File: config.mk
export PLATFORM = sky130hd
export DESIGN_NAME = ctrl_decode
export DESIGN_NICKNAME = d
export VERILOG_FILES = /design/src/rtl/ctrl_decode.sv
export SDC_FILE = /design/constraint.sdc
export NUM_CORES = 1
export LEC_CHECK = 0
export CAP_MARGIN = 20
export CORE_MARGIN = 5
export CORE_UTILIZATION = 45
export CTS_BUF_LIST = sky130_fd_sc_hd__clkbuf_4
export DETAILED_ROUTE_END_ITERATION = 16
export DONT_BUFFER_PORTS = 1
export PLACE_DENSITY = 0.6
export SLEW_MARGIN = 5
export SYNTH_ARGS = -nofsm -noshare
export SYNTH_HDL_FRONTEND = slang
export SYNTH_SLANG_ARGS = --single-unit
File: constraint.sdc
create_clock -name CLK -period 7 [get_ports CLK]
set_input_delay 2.1 -clock CLK [delete_from_list [all_inputs] [get_ports CLK]]
set_output_delay 2.1 -clock CLK [all_outputs]
set_load 0.02 [all_outputs]
File: src/rtl/ctrl_decode.sv
// ctrl_decode: multi-cycle fetch/decode/execute/writeback controller with PC sequencing and branch resolution
module ctrl_decode #(
  parameter int PC_STEP = 4
) (
  input  logic        CLK,
  input  logic        RESET,
  input  logic [31:0] INSTRUCTION,
  input  logic        INSTR_VALID,
  input  logic        ZERO,
  output logic [31:0] PC,
  output logic [2:0]  INADDRESS,
  output logic [2:0]  OUT1ADDRESS,
  output logic [2:0]  OUT2ADDRESS,
  output logic        WRITE,
  output logic [7:0]  IMMEDIATE,
  output logic [2:0]  ALUOP,
  output logic        IMM_SEL,
  output logic        NEG_SEL,
  output logic        ILLEGAL
);
  typedef enum logic [1:0] {FETCH, DECODE, EXECUTE, WRITEBACK} state_t;
  state_t state, next;
  logic [31:0] ir, pc_next, offset;
  logic [7:0] op, ir_op;
  logic [2:0] dec_aluop;
  logic latch, writes, take;
  assign op = INSTRUCTION[31:24];
  assign ir_op = ir[31:24];
  assign latch = state == FETCH && INSTR_VALID;
  assign dec_aluop = (op == 8'd2 || op == 8'd3 || op == 8'd7) ? 3'b001 :
                     op == 8'd4 ? 3'b010 :
                     op == 8'd5 ? 3'b011 : 3'b000;
  assign writes = ir_op < 8'd6;
  assign take = ir_op == 8'd6 || (ir_op == 8'd7 && ZERO);
  // word offset, sign-extended and scaled to bytes
  assign offset = {{22{ir[23]}}, ir[23:16], 2'b00};
  assign pc_next = PC + 32'(PC_STEP) + (take ? offset : 32'd0);
  always_comb begin
    next = state;
    next = state == FETCH   ? (INSTR_VALID ? DECODE : FETCH) :
           state == DECODE  ? EXECUTE :
           state == EXECUTE ? (writes ? WRITEBACK : FETCH) : FETCH;
  end
  always_ff @(posedge CLK or posedge RESET) begin
    if (RESET) begin
      state   <= FETCH;
      ir      <= '0;
      PC      <= '0;
      ALUOP   <= '0;
      IMM_SEL <= 1'b0;
      NEG_SEL <= 1'b0;
      ILLEGAL <= 1'b0;
    end else begin
      state <= next;
      if (latch) begin
        ir      <= INSTRUCTION;
        ALUOP   <= dec_aluop;
        IMM_SEL <= op == 8'd0;
        NEG_SEL <= op == 8'd3 || op == 8'd7;
        ILLEGAL <= ILLEGAL || op > 8'd7;
      end
      if (state == EXECUTE) PC <= pc_next;
    end
  end
  assign INADDRESS   = ir[18:16];
  assign OUT1ADDRESS = ir[10:8];
  assign OUT2ADDRESS = ir[2:0];
  assign IMMEDIATE   = ir[7:0];
  assign WRITE       = state == WRITEBACK;
endmodule

## Word-level counts from Yosys, hierarchy flattened

Index checks and enable logic that the tools add are counted.
Widths: inputs -> output; s select.

| cells by class | value |
|---|---|
| order comparisons | 2 |
| reductions and logical operators | 9 |
| equal/unequal tests | 10 |
| mux-type cells | 9 |
| add/sub/neg operators | 2 |

Operator list:

| cell | number |
|---|---|
| $eq 8x3->1 const B | 5 |
| $add 32x3->32 const B | 1 |
| $add 32x32->32 | 1 |
| $mux 32 | 1 |
| $eq 8x2->1 const B | 2 |
| $mux 2 | 7 |
| $gt 8x3->1 const B | 1 |
| $logic_not 8->1 | 1 |
| $lt 8x3->1 const B | 1 |
| $logic_or 1x1->1 | 5 |
| $eq 2x2->1 const B | 2 |
| $eq 2x1->1 const B | 1 |
| $logic_and 1x1->1 | 2 |
| $logic_not 2->1 | 1 |
| $mux 1 | 1 |

| word-level totals | value |
|---|---|
| output and inout port bits | 56 |
| input port bits | 36 |
| register bits after elaboration | 72 |
| logic and storage cells | 39 |

## Logic depth before layout (Yosys ltp)

| logic depth | value |
|---|---|
| word-level depth | 5 |
| gate-level depth with buffers | 15 |
| gate-level depth less buffers | 15 |

## Worst setup path after synthesis

No wires, ideal clock.

| timing | value |
|---|---|
| path type | input to register |
| from | input ZERO |
| to | register PC[31] |
| path slack | 1.463 ns |
| stages on the path | 15 |
| arrival | 5.408 ns |
| data required time | 6.872 ns |
| library setup time | 0.128 ns |
| path buffers | 1 |
| cells stage by stage | inv_1 -> a2111oi_4 -> nand2_2 -> inv_1 -> ha_1 -> ha_1 -> clkbuf_1 -> a211o_1 -> a21oi_1 -> a221oi_1 -> a211o_1 -> or4_1 -> mux2i_1 -> a21oi_1 -> xnor2_1 |

| between the ends | value |
|---|---|
| longest elaborated chain between the ends | 4 |

RTL lines:

| what | RTL line | source |
|---|---|---|
| from (decl) | 9 | `input logic ZERO,` |
| $logic_and 1x1->1 | 34 | `assign take = ir_op == 8'd6 \|\| (ir_op == 8'd7 && ZERO);` |
| $logic_or 1x1->1 | 34 |  |
| $mux 32 | 37 | `assign pc_next = PC + 32'(PC_STEP) + (take ? offset : 32'd0);` |
| $add 32x32->32 | 37 |  |
| to (signal assigned) | 62 | `if (state == EXECUTE) PC <= pc_next;` |
| to (decl) | 10 | `output logic [31:0] PC,` |

No other way between the ends.
A chain may end at the register's enable or synchronous reset.

## Final worst setup path

Ends and elaborated chain as after synthesis.

==> impl_results.md <==
* CTS clk-pin slew, worst paths at approximately 0.11 ns
* Pins Over Slew Limit at 0
* Cell Chain, Critical Path: inv_1 > a2111oi_4 > nand2_2 > inv_1 > buf_4 > ha_1 > ha_1 > a211o_1 > a21oi_1 > a221oi_1 > a211o_1 > or4_1 > mux2i_1 > a21oi_1 > xnor2_1
* DP HPWL at between 7000 and 8000 µm
* Required @ worst endpoint at approximately 7.3 ns
* Synth cell count leaders: nand2_1, dfrtp_1, ha_1
* Most common cell in the netlist: nand2_1
* Initial antenna violation count at 0
* Routed via count at between 3000 and 4000
* Post-Syn Instances at ~520
* Critical path launch point type: input port
* Clock Latency Late Sink at 0.40 ns
* Max-slew headroom at 0.348
* Final Non-Filler Cells at 634
* Most used DFF post-synth: dfrtp_1
* Total grt overflow at 0
* Synth Cell Area at ~4500 µm²
* Grt met1 use at 0.224
* First DRT Iteration DRCs at ~110
* Fmax at 177 MHz
* Post-CTS setup buffer count at 0
* DRC at 0
* Filler cells at ~980
* Met2 usage at 0.261
* Critical path class: input port to register
* Top cell type's share of synthesized area at 0.357
* Status: finished clean
* Most used routing layer: met2
* Max incr delay on CP at 0.53 ns
* Ant diodes at 0
* DRT Wirelength at between 9000 and 10000 µm
* Classification of the worst-slack hold path: register to register
* Max cap viols at 0
* Tmin final at between 5 and 6 ns
* I/O pins at 92
* Final Setup Violations at 0
* Final Cycle Share at 0.809
* Rows at 36
* Yosys warns at 0
* P&R area growth vs syn at 2.65%
* Crit Path Max Fanout at 12
* Crit path max-delay cell type: a2111oi_4
* Worst slew pin tran at a little under 1 ns
* CTS max path bufs at 2
* Top cell type by total area after synthesis: dfrtp_1
* Clock Sinks at between 60 and 70
* Leak at about 2.4 nW
* Routed Antenna Nets at 0
* Core Footprint at 9730 µm²
* Synth area leaders: dfrtp_1, ha_1, nand2_1, a21oi_1, buf_4
* Hold Vio Cnt, Final at 0
* Sequential share of the synthesized area at 0.357
* Die width at approximately 110 µm
* Die H at around 110 µm
* Vias per cell at about 5.4
* Worst path top cell family by delay: compound AO/OA/AOI/OAI gates
* DIE AREA at 12100 µm²
* Clock root buffer: clkbuf_4
* Largest net degree at the start of global routing at 65
* VDD IR max at around 0.18 mV
* 1st-pass router iterations at 4
* Placed insts at a little over 600
* Post-CTS sizing at 0
* CTS tree: yes
* Routed wire length per instance at 15.2 µm
* First-pass GRT wire length at approximately 16000 µm
* Flops & latches, synth at 64
* Final Skew at 0.00861 ns
* Grt met3 use at 0.0487
* Mean Syn Cell Area at roughly 8.7 µm²
* Layout cells sized above 1 at 0.0659
* Worst EP arrival at 5.95 ns
* EDFF count, synth at 0
* H-tree levels at 3
* GRT Overall Usage at 0.170
* Hold slack at 0.474 ns
* Power density over the cells at roughly 330 nW/µm²
* Vias in the first global route at ~3400
* Async SR Flop Fraction at 1.00
* Setup TNS at 0 ns
* Crit end category: register
* I/O Buffers at 0
* RSZ-0062 raised after global routing: false
* Hold Buf Count CTS at 0
* GPL Wtd Cong at between 0.8 and 0.9
* Initial core utilization at 0.461
* Layout Nets at just under 600
* Total CTS buffers at 9
* Netlist cell types at 52
* Critical path buffers and inverters at 3
==> state kept, by name, indices dropped and copies added, names as in the netlist <==
signal / cells
ILLEGAL: 1
NEG_SEL: 1
state: 2
ir: 27
IMM_SEL: 1
PC: 30
ALUOP: 2
==> worst min-delay path: cells and delay by family (launching register included) <==
family | cells | cell delay [ns]
simple gates | 2 | 0.10
flops | 1 | 0.35
==> cells by family (layout without fill, tap and decap cells) <==
logic type	count (synthesis)	after routing	synth area share
other	1	3	0.000837
and+or+nand+nor	208	208	0.206
DFF	64	64	0.357
buffers and inverters	50	32	0.0609
AOI/OAI and AO/OA	115	115	0.169
muxes	2	2	0.00447
adders and majority gates	58	58	0.164
xor gates and xnor gates	19	19	0.0371
==> cell type report <==
type                       count  area (µm²)  share of cell area
tap                          133         166              0.0362
multi-input combinational    405        2610               0.568
timing repair buffer           4        37.5             0.00816
clock inverter                 6        60.1              0.0131
sequential                    64        1600               0.348
inverter                      12        45.0             0.00979
clock buffer                  10        75.1              0.0163
==> through the flow <==
stage	power, mW	utilization	cell area (µm²)	setup WS (ns)
4_1_cts	1.53	0.471	4580	1.34
2_1_floorplan	1.21	-	4490	1.46
5_1_grt	1.65	0.473	4600	1.09
3_5_place_dp	1.27	0.457	4450	0.853
6_report	1.51	0.473	4600	1.34
3_3_place_gp	1.25	0.457	4450	0.969
==> per-layer routing <==
| metal | up-vias | share of wire |
|---|---|---|
| met4 | 0 | 0.018 |
| met3 | 15 | 0.084 |
| met1 | 1567 | 0.46 |
| li1 | 1756 | - |
| met2 | 103 | 0.44 |
| met5 | - | 0 |
==> path summary, 6_finish.rpt <==
check	from	to	slack [ns]	cells after the start
worst min-delay path	ir[20]$_DFFE_PP0P_	ir[20]$_DFFE_PP0P_	0.47	2
worst min register to register	ir[20]$_DFFE_PP0P_	ir[20]$_DFFE_PP0P_	0.47	2
worst max-delay path	ZERO	PC[31]$_DFFE_PP0P_	1.34	15
max in group asynchronous	RESET	PC[16]$_DFFE_PP0P_	4.66	2
min in group asynchronous	RESET	PC[27]$_DFFE_PP0P_	1.80	2
worst max register to register	ir[28]$_DFFE_PP0P_	PC[31]$_DFFE_PP0P_	2.14	15
==> layout by cell type, fill, tap and decap left out, types with 6 or more instances in the layout <==
cell,count
nand2_1,134
dfrtp_1,64
ha_1,57
a21oi_1,31
o21ai_0,30
nor2_1,17
nand3_1,14
inv_1,11
xnor2_1,10
a21o_1,10
clkbuf_4,10
xor2_1,9
o31ai_1,8
nor3_1,6
and2_2,6
==> power breakdown <==
part,switching (mW),total (mW),internal (mW)
Sequential,0.249,0.752,0.503
Combinational,0.316,0.505,0.189
Clock,0.142,0.252,0.110
Note: power is estimated with default switching activity, not from simulation.
